==> config.mk <==
export PLATFORM = sky130hd
export DESIGN_NAME = dx_pipeline_stage_flat
export DESIGN_NICKNAME = d
export VERILOG_FILES = /design/src/rtl/dx_pipeline_stage_if.sv /design/src/rtl/dx_pipeline_stage.sv /design/src/flat_wrapper.sv
export SDC_FILE = /design/constraint.sdc
export NUM_CORES = 1
export LEC_CHECK = 0
export CORE_ASPECT_RATIO = 0.6
export CORE_UTILIZATION = 45
export CTS_CLUSTER_SIZE = 40
export DETAILED_ROUTE_END_ITERATION = 8
export PLACE_DENSITY = 0.85
export SKIP_CTS_REPAIR_TIMING = 1
export SYNTH_ARGS = -nofsm -noshare
export SYNTH_HDL_FRONTEND = slang
export SYNTH_SLANG_ARGS = --single-unit
==> constraint.sdc <==
create_clock -name clk -period 5.7 [get_ports clk]
set_clock_uncertainty 0.2 [all_clocks]
set_input_delay 0.855 -clock clk [delete_from_list [all_inputs] [get_ports clk]]
set_output_delay 0.855 -clock clk [all_outputs]
set_load 0.02 [all_outputs]
==> src/rtl/dx_pipeline_stage_if.sv <==
// Decode-to-execute bus: decoded instruction fields coming in from decode,
// the registered D/X stage contents going out to execute, plus the
// hazard/halt status lines shared with fetch and decode.
interface dx_pipeline_stage_if #(
    parameter int DATA_W = 16,
    parameter int REG_AW = 4
);
    logic              D_valid;
    logic [REG_AW-1:0] D_reg_source1;
    logic [REG_AW-1:0] D_reg_source2;
    logic [REG_AW-1:0] D_reg_dest;
    logic              D_uses_src1;
    logic              D_uses_src2;
    logic              D_RegWrite;
    logic              D_MemRead;
    logic              D_MemWrite;
    logic              D_halt;
    logic [DATA_W-1:0] D_data1;
    logic [DATA_W-1:0] D_data2;
    logic [DATA_W-1:0] D_imm;
    logic              X_flush;

    logic              D_X_valid;
    logic              D_X_RegWrite;
    logic              D_X_MemRead;
    logic              D_X_MemWrite;
    logic [REG_AW-1:0] D_X_reg_source1;
    logic [REG_AW-1:0] D_X_reg_source2;
    logic [REG_AW-1:0] D_X_reg_dest;
    logic [DATA_W-1:0] D_X_data1;
    logic [DATA_W-1:0] D_X_data2;
    logic [DATA_W-1:0] D_X_imm;
    logic              stall_FD;
    logic              halted;
    logic [15:0]       stall_count;

    // Decode side / environment: drives the D inputs, observes the stage
    modport master (
        output D_valid, D_reg_source1, D_reg_source2, D_reg_dest,
               D_uses_src1, D_uses_src2, D_RegWrite, D_MemRead, D_MemWrite,
               D_halt, D_data1, D_data2, D_imm, X_flush,
        input  D_X_valid, D_X_RegWrite, D_X_MemRead, D_X_MemWrite,
               D_X_reg_source1, D_X_reg_source2, D_X_reg_dest,
               D_X_data1, D_X_data2, D_X_imm, stall_FD, halted, stall_count
    );

    // The D/X stage itself
    modport slave (
        input  D_valid, D_reg_source1, D_reg_source2, D_reg_dest,
               D_uses_src1, D_uses_src2, D_RegWrite, D_MemRead, D_MemWrite,
               D_halt, D_data1, D_data2, D_imm, X_flush,
        output D_X_valid, D_X_RegWrite, D_X_MemRead, D_X_MemWrite,
               D_X_reg_source1, D_X_reg_source2, D_X_reg_dest,
               D_X_data1, D_X_data2, D_X_imm, stall_FD, halted, stall_count
    );
endinterface

==> src/rtl/dx_pipeline_stage.sv <==
// D/X pipeline register with load-use hazard detection, branch flush and a
// halt drain sequence. Anything that cannot be resolved by forwarding turns
// into a bubble in D/X while fetch/decode are held.
module dx_pipeline_stage #(
    parameter int DATA_W       = 16,
    parameter int REG_AW       = 4,
    parameter int DRAIN_CYCLES = 3
) (
    input  logic clk,
    input  logic rst_n,
    dx_pipeline_stage_if.slave dx
);
    localparam int CW = (DRAIN_CYCLES > 1) ? $clog2(DRAIN_CYCLES) + 1 : 1;

    typedef enum logic [1:0] {RUN, DRAIN, HALTED} state_t;

    state_t            state, next_state;
    logic [CW-1:0]     drain_cnt, next_drain;
    logic              halted_q;
    logic [15:0]       stall_cnt_q;

    logic              valid_q, reg_write_q, mem_read_q, mem_write_q;
    logic [REG_AW-1:0] src1_q, src2_q, dest_q;
    logic [DATA_W-1:0] data1_q, data2_q, imm_q;

    logic              take_d;
    logic              stall;
    logic              count_stall;
    logic              load_in_dx;
    logic              match1, match2;
    logic              load_use;

    // Load-use hazard: a real load with a nonzero dest sits in D/X and the
    // decode instruction reads that register. A store whose only dependency
    // is its data operand (src2) is served by the MEM-to-MEM path instead.
    always_comb begin
        load_in_dx = valid_q && mem_read_q && (dest_q != '0);
        match1     = dx.D_uses_src1 && (dx.D_reg_source1 == dest_q);
        match2     = dx.D_uses_src2 && (dx.D_reg_source2 == dest_q);
        load_use   = load_in_dx && dx.D_valid &&
                     (match1 || (match2 && !dx.D_MemWrite));
    end

    // Next-state logic: flush beats load-use beats a normal load in RUN;
    // DRAIN counts down with bubbles, HALTED holds everything until reset.
    always_comb begin
        next_state  = state;
        next_drain  = drain_cnt;
        take_d      = 1'b0;
        stall       = 1'b0;
        count_stall = 1'b0;
        case (state)
            RUN: begin
                if (dx.X_flush) begin
                    take_d = 1'b0;
                end else if (load_use) begin
                    stall       = 1'b1;
                    count_stall = 1'b1;
                end else begin
                    take_d = 1'b1;
                    if (dx.D_valid && dx.D_halt) begin
                        next_state = DRAIN;
                        next_drain = CW'(DRAIN_CYCLES - 1);
                    end
                end
            end
            DRAIN: begin
                stall = 1'b1;
                if (drain_cnt == '0) begin
                    next_state = HALTED;
                end else begin
                    next_drain = drain_cnt - 1'b1;
                end
            end
            HALTED: begin
                stall = 1'b1;
            end
            default: begin
                next_state = RUN;
            end
        endcase
    end

    // State register, drain counter and the registered halted flag
    always_ff @(posedge clk or negedge rst_n) begin
        if (!rst_n) begin
            state     <= RUN;
            drain_cnt <= '0;
            halted_q  <= 1'b0;
        end else begin
            state     <= next_state;
            drain_cnt <= next_drain;
            halted_q  <= (next_state == HALTED);
        end
    end

    // Load-use stall counter, saturating so it never wraps back to zero
    always_ff @(posedge clk or negedge rst_n) begin
        if (!rst_n) begin
            stall_cnt_q <= '0;
        end else if (count_stall && (stall_cnt_q != 16'hFFFF)) begin
            stall_cnt_q <= stall_cnt_q + 16'd1;
        end
    end

    // D/X register: latch decode (controls gated by valid, a halt carries no
    // controls) or load an all-zero bubble
    always_ff @(posedge clk or negedge rst_n) begin
        if (!rst_n) begin
            valid_q     <= 1'b0;
            reg_write_q <= 1'b0;
            mem_read_q  <= 1'b0;
            mem_write_q <= 1'b0;
            src1_q      <= '0;
            src2_q      <= '0;
            dest_q      <= '0;
            data1_q     <= '0;
            data2_q     <= '0;
            imm_q       <= '0;
        end else if (take_d) begin
            valid_q     <= dx.D_valid;
            reg_write_q <= dx.D_valid && !dx.D_halt && dx.D_RegWrite;
            mem_read_q  <= dx.D_valid && !dx.D_halt && dx.D_MemRead;
            mem_write_q <= dx.D_valid && !dx.D_halt && dx.D_MemWrite;
            src1_q      <= dx.D_reg_source1;
            src2_q      <= dx.D_reg_source2;
            dest_q      <= dx.D_reg_dest;
            data1_q     <= dx.D_data1;
            data2_q     <= dx.D_data2;
            imm_q       <= dx.D_imm;
        end else begin
            valid_q     <= 1'b0;
            reg_write_q <= 1'b0;
            mem_read_q  <= 1'b0;
            mem_write_q <= 1'b0;
            src1_q      <= '0;
            src2_q      <= '0;
            dest_q      <= '0;
            data1_q     <= '0;
            data2_q     <= '0;
            imm_q       <= '0;
        end
    end

    assign dx.D_X_valid       = valid_q;
    assign dx.D_X_RegWrite    = reg_write_q;
    assign dx.D_X_MemRead     = mem_read_q;
    assign dx.D_X_MemWrite    = mem_write_q;
    assign dx.D_X_reg_source1 = src1_q;
    assign dx.D_X_reg_source2 = src2_q;
    assign dx.D_X_reg_dest    = dest_q;
    assign dx.D_X_data1       = data1_q;
    assign dx.D_X_data2       = data2_q;
    assign dx.D_X_imm         = imm_q;
    assign dx.stall_FD        = stall;
    assign dx.halted          = halted_q;
    assign dx.stall_count     = stall_cnt_q;
endmodule

==> src/flat_wrapper.sv <==
// flat-port wrapper written by rule: the top's interface ports become plain ports
module dx_pipeline_stage_flat 
#(
    parameter int DATA_W       = 16,
    parameter int REG_AW       = 4,
    parameter int DRAIN_CYCLES = 3
)
  (clk, rst_n, dx_D_valid, dx_D_reg_source1, dx_D_reg_source2, dx_D_reg_dest, dx_D_uses_src1, dx_D_uses_src2, dx_D_RegWrite, dx_D_MemRead, dx_D_MemWrite, dx_D_halt, dx_D_data1, dx_D_data2, dx_D_imm, dx_X_flush, dx_D_X_valid, dx_D_X_RegWrite, dx_D_X_MemRead, dx_D_X_MemWrite, dx_D_X_reg_source1, dx_D_X_reg_source2, dx_D_X_reg_dest, dx_D_X_data1, dx_D_X_data2, dx_D_X_imm, dx_stall_FD, dx_halted, dx_stall_count);
  dx_pipeline_stage_if #(.DATA_W(DATA_W), .REG_AW(REG_AW)) dx_i ();
  input  logic clk;
  input  logic rst_n;
  input wire logic [$bits(dx_i.D_valid)-1:0] dx_D_valid;
  input wire logic [$bits(dx_i.D_reg_source1)-1:0] dx_D_reg_source1;
  input wire logic [$bits(dx_i.D_reg_source2)-1:0] dx_D_reg_source2;
  input wire logic [$bits(dx_i.D_reg_dest)-1:0] dx_D_reg_dest;
  input wire logic [$bits(dx_i.D_uses_src1)-1:0] dx_D_uses_src1;
  input wire logic [$bits(dx_i.D_uses_src2)-1:0] dx_D_uses_src2;
  input wire logic [$bits(dx_i.D_RegWrite)-1:0] dx_D_RegWrite;
  input wire logic [$bits(dx_i.D_MemRead)-1:0] dx_D_MemRead;
  input wire logic [$bits(dx_i.D_MemWrite)-1:0] dx_D_MemWrite;
  input wire logic [$bits(dx_i.D_halt)-1:0] dx_D_halt;
  input wire logic [$bits(dx_i.D_data1)-1:0] dx_D_data1;
  input wire logic [$bits(dx_i.D_data2)-1:0] dx_D_data2;
  input wire logic [$bits(dx_i.D_imm)-1:0] dx_D_imm;
  input wire logic [$bits(dx_i.X_flush)-1:0] dx_X_flush;
  output wire logic [$bits(dx_i.D_X_valid)-1:0] dx_D_X_valid;
  output wire logic [$bits(dx_i.D_X_RegWrite)-1:0] dx_D_X_RegWrite;
  output wire logic [$bits(dx_i.D_X_MemRead)-1:0] dx_D_X_MemRead;
  output wire logic [$bits(dx_i.D_X_MemWrite)-1:0] dx_D_X_MemWrite;
  output wire logic [$bits(dx_i.D_X_reg_source1)-1:0] dx_D_X_reg_source1;
  output wire logic [$bits(dx_i.D_X_reg_source2)-1:0] dx_D_X_reg_source2;
  output wire logic [$bits(dx_i.D_X_reg_dest)-1:0] dx_D_X_reg_dest;
  output wire logic [$bits(dx_i.D_X_data1)-1:0] dx_D_X_data1;
  output wire logic [$bits(dx_i.D_X_data2)-1:0] dx_D_X_data2;
  output wire logic [$bits(dx_i.D_X_imm)-1:0] dx_D_X_imm;
  output wire logic [$bits(dx_i.stall_FD)-1:0] dx_stall_FD;
  output wire logic [$bits(dx_i.halted)-1:0] dx_halted;
  output wire logic [$bits(dx_i.stall_count)-1:0] dx_stall_count;
  assign dx_i.D_valid = dx_D_valid;
  assign dx_i.D_reg_source1 = dx_D_reg_source1;
  assign dx_i.D_reg_source2 = dx_D_reg_source2;
  assign dx_i.D_reg_dest = dx_D_reg_dest;
  assign dx_i.D_uses_src1 = dx_D_uses_src1;
  assign dx_i.D_uses_src2 = dx_D_uses_src2;
  assign dx_i.D_RegWrite = dx_D_RegWrite;
  assign dx_i.D_MemRead = dx_D_MemRead;
  assign dx_i.D_MemWrite = dx_D_MemWrite;
  assign dx_i.D_halt = dx_D_halt;
  assign dx_i.D_data1 = dx_D_data1;
  assign dx_i.D_data2 = dx_D_data2;
  assign dx_i.D_imm = dx_D_imm;
  assign dx_i.X_flush = dx_X_flush;
  assign dx_D_X_valid = dx_i.D_X_valid;
  assign dx_D_X_RegWrite = dx_i.D_X_RegWrite;
  assign dx_D_X_MemRead = dx_i.D_X_MemRead;
  assign dx_D_X_MemWrite = dx_i.D_X_MemWrite;
  assign dx_D_X_reg_source1 = dx_i.D_X_reg_source1;
  assign dx_D_X_reg_source2 = dx_i.D_X_reg_source2;
  assign dx_D_X_reg_dest = dx_i.D_X_reg_dest;
  assign dx_D_X_data1 = dx_i.D_X_data1;
  assign dx_D_X_data2 = dx_i.D_X_data2;
  assign dx_D_X_imm = dx_i.D_X_imm;
  assign dx_stall_FD = dx_i.stall_FD;
  assign dx_halted = dx_i.halted;
  assign dx_stall_count = dx_i.stall_count;
  dx_pipeline_stage #(.DATA_W(DATA_W), .REG_AW(REG_AW), .DRAIN_CYCLES(DRAIN_CYCLES)) u_core (.clk(clk), .rst_n(rst_n), .dx(dx_i));
endmodule
---- Word-level counts from Yosys, hierarchy flattened ----
Index checks and enable logic that the tools add are counted.
operators by class
  $add $sub $neg .......................... 2
  equal/unequal tests ..................... 10
  multiplexer cells ....................... 27
  reductions and logical operators ........ 22
operator list
  operator               number
  $mux 16                3
  $add 16x1->16 const B  1
  $ne 16x16->1 const B   1
  $logic_and 1x1->1      13
  $mux 3                 4
  $mux 4                 3
  $mux 1                 10
  $eq 4x4->1             2
  $mux 2                 4
  $ne 2x2->1 const B     3
  $pmux 2 s3             1
  $pmux 3 s2             1
  $reduce_and 5->1       1
  $eq 2x2->1 const B     2
  $reduce_bool 4->1      1
  $logic_not 3->1        1
  $sub 3x1->3 const B    1
  $eq 2x1->1 const B     1
  $logic_not 1->1        2
  $logic_not 2->1        1
  $ne 2x1->1 const B     1
  $pmux 1 s2             1
  $reduce_bool 2->1      1
  $reduce_or 2->1        1
  $logic_or 1x1->1       1
word-level totals
  bits in registers ....................... 86
  output and inout bits ................... 82
  logic and storage cells ................. 75

---- Depth between registers and ports, before layout ----
  depth in word-level cells ............... 9
  depth in mapped cells ................... 8

---- Worst setup path after synthesis ----
Ideal clock, no wire load.
  path type ............................... input port to output port
  from .................................... input port dx_X_flush
  to ...................................... output port dx_stall_FD
  arrival ................................. 1.827 ns
  required time ........................... 4.645 ns
  slack ................................... 2.818 ns
  stages on the path ...................... 5
  buffers on the path ..................... 2
  cell sequence ........................... nor2_1 > clkbuf_1 > clkbuf_1 > a21oi_1 > nor2_1
between the ends
  word-level cells in the longest chain between the ends .. 2
ends and longest elaborated chain
  element      line                     source
  from (decl)  flat_wrapper.sv:25       input wire logic [$bits(dx_i.X_flush)-1:0] dx_X_flush;
  $mux 1       dx_pipeline_stage.sv:54  if (dx.X_flush) begin
  $pmux 1 s2   dx_pipeline_stage.sv:52  case (state)
  to (decl)    flat_wrapper.sv:36       output wire logic [$bits(dx_i.stall_FD)-1:0] dx_stall_FD;
Every way passes these cells.

---- Final worst setup path ----
  from .................................... input port dx_D_reg_source2[1]
  to ...................................... output port dx_stall_FD
between the ends
  word-level cells in the longest chain between the ends .. 8
ends and longest elaborated chain
  element            line                     source
  from (decl)        flat_wrapper.sv:14       input wire logic [$bits(dx_i.D_reg_source2)-1:0] dx_D_reg_source2;
  $eq 4x4->1         dx_pipeline_stage.sv:39  match2 = dx.D_uses_src2 && (dx.D_reg_source2 == dest_q);
  $logic_and 1x1->1  dx_pipeline_stage.sv:39
  $logic_and 1x1->1  dx_pipeline_stage.sv:41  (match1 || (match2 && !dx.D_MemWrite));
  $logic_or 1x1->1   dx_pipeline_stage.sv:41
  $logic_and 1x1->1  dx_pipeline_stage.sv:40  load_use = load_in_dx && dx.D_valid &&
  $mux 1             dx_pipeline_stage.sv:56  end else if (load_use) begin
  $mux 1             dx_pipeline_stage.sv:54
  $pmux 1 s2         dx_pipeline_stage.sv:52
Every way passes these cells.

==> results by group <==
Route
  • Total wire length: 8814 um
  • DRT iter0 DRCs: approximately 180
  • DR vias: 2,700
  • Drt wl/cell: 16.51 um
  • Post-route DRC violation count: 0
  • Post-DRT Antenna Nets: 0
  • Vias per cell: 5.056
  • DR pass1 iterations: 4

Timing
  • Max Slew Vio Count: 0
  • Final setup TNS: 0 ns
  • Slew margin rel.: 28.76%
  • Final hold vios: 0
  • Worst hold slack: 0.3065 ns
  • Final min period: 3.878 ns
  • Max Clk Rate: roughly 0.26 GHz
  • Worst-margin pin slew: ~1.1 ns
  • Unrepaired setup endpoints after global routing: false
  • Period utilization: 68.03%
  • Final Setup Violations: 0

Final layout
  • Fillers: 554
  • Share of cells above drive strength 1: 6.977%
  • Fin area: 5321 um2
  • Syn-to-layout area delta: 52.77%
  • N_diodes: 0
  • Non-Filler Instances: 534
  • Final nets: between 500 and 600

Setup path
  • Worst EP required: between 4 and 5 ns
  • Arrival time at the worst endpoint: 2.82 ns
  • Critical path type: input port to output pin
  • Worst-path fanout max: 4
  • Crit path launch: dx_D_reg_source2[1]
  • CP endpoint kind: output pin
  • Worst Setup Start Kind: input port
  • RR Startpoint: u_core.state[1]$_DFF_PN0_

Global routing
  • First-pass GRT wire length: 14,080 um
  • GR Util All Layers: a little under a quarter
  • Initial antenna violation count: 0
  • Overflow after GRT: 0
  • Pin count of the biggest net entering global routing: slightly below 90
  • Vias in the first global route: 2,777

Logic synthesis
  • Seq/Total Area, Yosys: 61.78%
  • #FFs+latches synth: between 80 and 90
  • Avg Cell Area, Syn: roughly 12 um2
  • EDFF count, synth: 0
  • Dominant cells by area after synthesis: dfrtp_1 62%, and3_1 11%, xor2_1 4.3%
  • Top cell type by total area after synthesis: dfrtp_1
  • Post-Synthesis Cell Area: 3483 um2
  • Dominant synthesized flop cell: dfrtp_1
  • Cells after Synth: around 280
  • Most instantiated library cell after synthesis: dfrtp_1
  • Synth top area share: 61.78%
  • Synth cell types: 41
  • YS warnings: 0
  • Syn Nets: 356
  • Commonest cells post-synth: 86 x dfrtp_1, 64 x and3_1, 17 x xor2_1, 13 x clkbuf_1, 10 x nand3_1
  • Synth async-reset ratio: 100.0%

Power and ir drop
  • Leak: 2.610 nW
  • Pwr dens: 358.9 nW/um2
  • Peak supply drop: 205.3 uV

Run
  • MaxCap Viol Count: 0

Run status
  • Status: completed

Clock tree
  • CTS Sinks: 86
  • Clk root buf: clkbuf_16
  • Cts bufs inserted: 9
  • CTS tree: yes
  • Clock insertion delay at the later pin of the skew report: around 0.33 ns
  • Clk slew on worst S/H paths: 0.05 ns
  • CTS Buffer Depth: 2
  • H-tree Lvls: 3

Placed design
  • I/O Buffers: around 150
  • Final RePlAce weighted congestion: 0.8470
  • DP Wirelength: 6145 um
  • Post-DP Area: 5052 um2
  • Dpl cells: between 500 and 600

Floorplan
  • Core area: between 7000 and 8000 um2
  • Die width: 115.6 um
  • Die span in y: 70.15 um
  • Die ar.: 8108 um2
  • Initial Util: 47.15%
  • IO Count: 152
  • Row count: 24

Worst hold path
  • Hold/Removal Path Class: flip-flop to flip-flop
  • Hold_sp: u_core.dx.stall_count[9]$_DFFE_PN0P_
## sequential cells by signal, indices dropped and copies added, names as in the netlist, 2 cells and up
name / count
u_core.dx.D_X_reg_source1: 4
u_core.state: 2
u_core.dx.D_X_data2: 16
u_core.dx.D_X_imm: 16
u_core.dx.D_X_reg_source2: 4
u_core.dx.stall_count: 16
u_core.dx.D_X_data1: 16
u_core.drain_cnt: 3
u_core.dx.D_X_reg_dest: 4
## layer usage
metal / track usage, % / wire [um] / vias up
met5: 0 / 0 / -
met4: 7.937 / 123 / 0
li1: - / - / 1268
met3: 9.896 / 847 / 16
met2: 37.39 / 4219 / 118
met1: 27.77 / 3625 / 1298
## final cells by class
| class | count | area (um2) | area share, % |
|---|---|---|---|
| clock buffer | 14 | 264.0 | 4.961 |
| clock inverter | 1 | 5.005 | 0.09405 |
| inverter | 7 | 26.28 | 0.4938 |
| multi-input combinational | 170 | 1227 | 23.07 |
| sequential | 86 | 2152 | 40.44 |
| tap | 104 | 130.1 | 2.445 |
| timing repair buffer | 152 | 1516 | 28.50 |
## stage by stage
step | power, W | utilization, % | setup WS, ns
finish | 0.001910 | 72.04 | 1.822
detailed placement | 0.001395 | 68.39 | 1.793
global route | 0.002008 | 72.04 | 1.690
CTS | 0.001930 | 72.04 | 1.782
floorplan | 0.001079 | - | 2.818
global placement | 0.001379 | 68.39 | 1.805
## cell families after synthesis
kind of cell,synth area share [%]
buf+inv,3.197
flops,61.78
simple gates,23.28
xor+xnor,5.783
mux,0.4309
compound gates,3.017
fa+ha+maj,2.514
## final timing paths
path | end | slack, ns | cells after the start
max | dx_stall_FD | 1.82 | 8
min | u_core.dx.stall_count[9]$_DFFE_PN0P_ | 0.31 | 1
max reg2reg | u_core.dx.stall_count[9]$_DFFE_PN0P_ | 2.91 | 8
min reg2reg | u_core.dx.stall_count[9]$_DFFE_PN0P_ | 0.31 | 1
max in group asynchronous | u_core.dx.D_X_data1[6]$_DFF_PN0_ | 4.08 | 1
min in group asynchronous | u_core.dx.D_X_reg_source1[1]$_DFF_PN0_ | 0.51 | 1
## placed cells by master, fill, tap and decap left out, types with 2 or more instances in the layout
cell type / netlist / final
and3_1: 64 / 64
ha_1: 7 / 7
inv_1: 7 / 7
dfrtp_1: 86 / 86
clkdlybuf4s50_1: 0 / 150
a21oi_1: 3 / 3
nand3_1: 10 / 10
clkbuf_16: 0 / 9
xnor2_1: 6 / 6
clkbuf_8: 0 / 2
xor2_1: 17 / 17
nand2b_1: 2 / 2
clkbuf_1: 13 / 3
nor2_1: 5 / 4
and4b_1: 4 / 4
o31ai_1: 3 / 3
buf_4: 0 / 2
nor2b_1: 2 / 2
nand2_1: 8 / 8
nand4_1: 8 / 8
nor3_2: 8 / 8
nor3_1: 2 / 2
a31oi_1: 2 / 2
## critical path, cell delays in order
cell and delay (ns):
clkdlybuf4s50_1 0.44, xor2_1 0.16, nor3b_1 0.24, nand3_1 0.19, nand2_1 0.15, a21oi_1 0.09, nor2_1 0.10, clkdlybuf4s50_1 0.61
## report_power, final
| part | leakage (nW) | internal (W) | switching, W |
|---|---|---|---|
| clock network | 0.133 | 0.000316 | 0.000211 |
| registers | 1.17 | 0.000707 | 0.0000425 |
| logic | 1.31 | 0.000302 | 0.000331 |
Power figures use the tool's default switching activity.
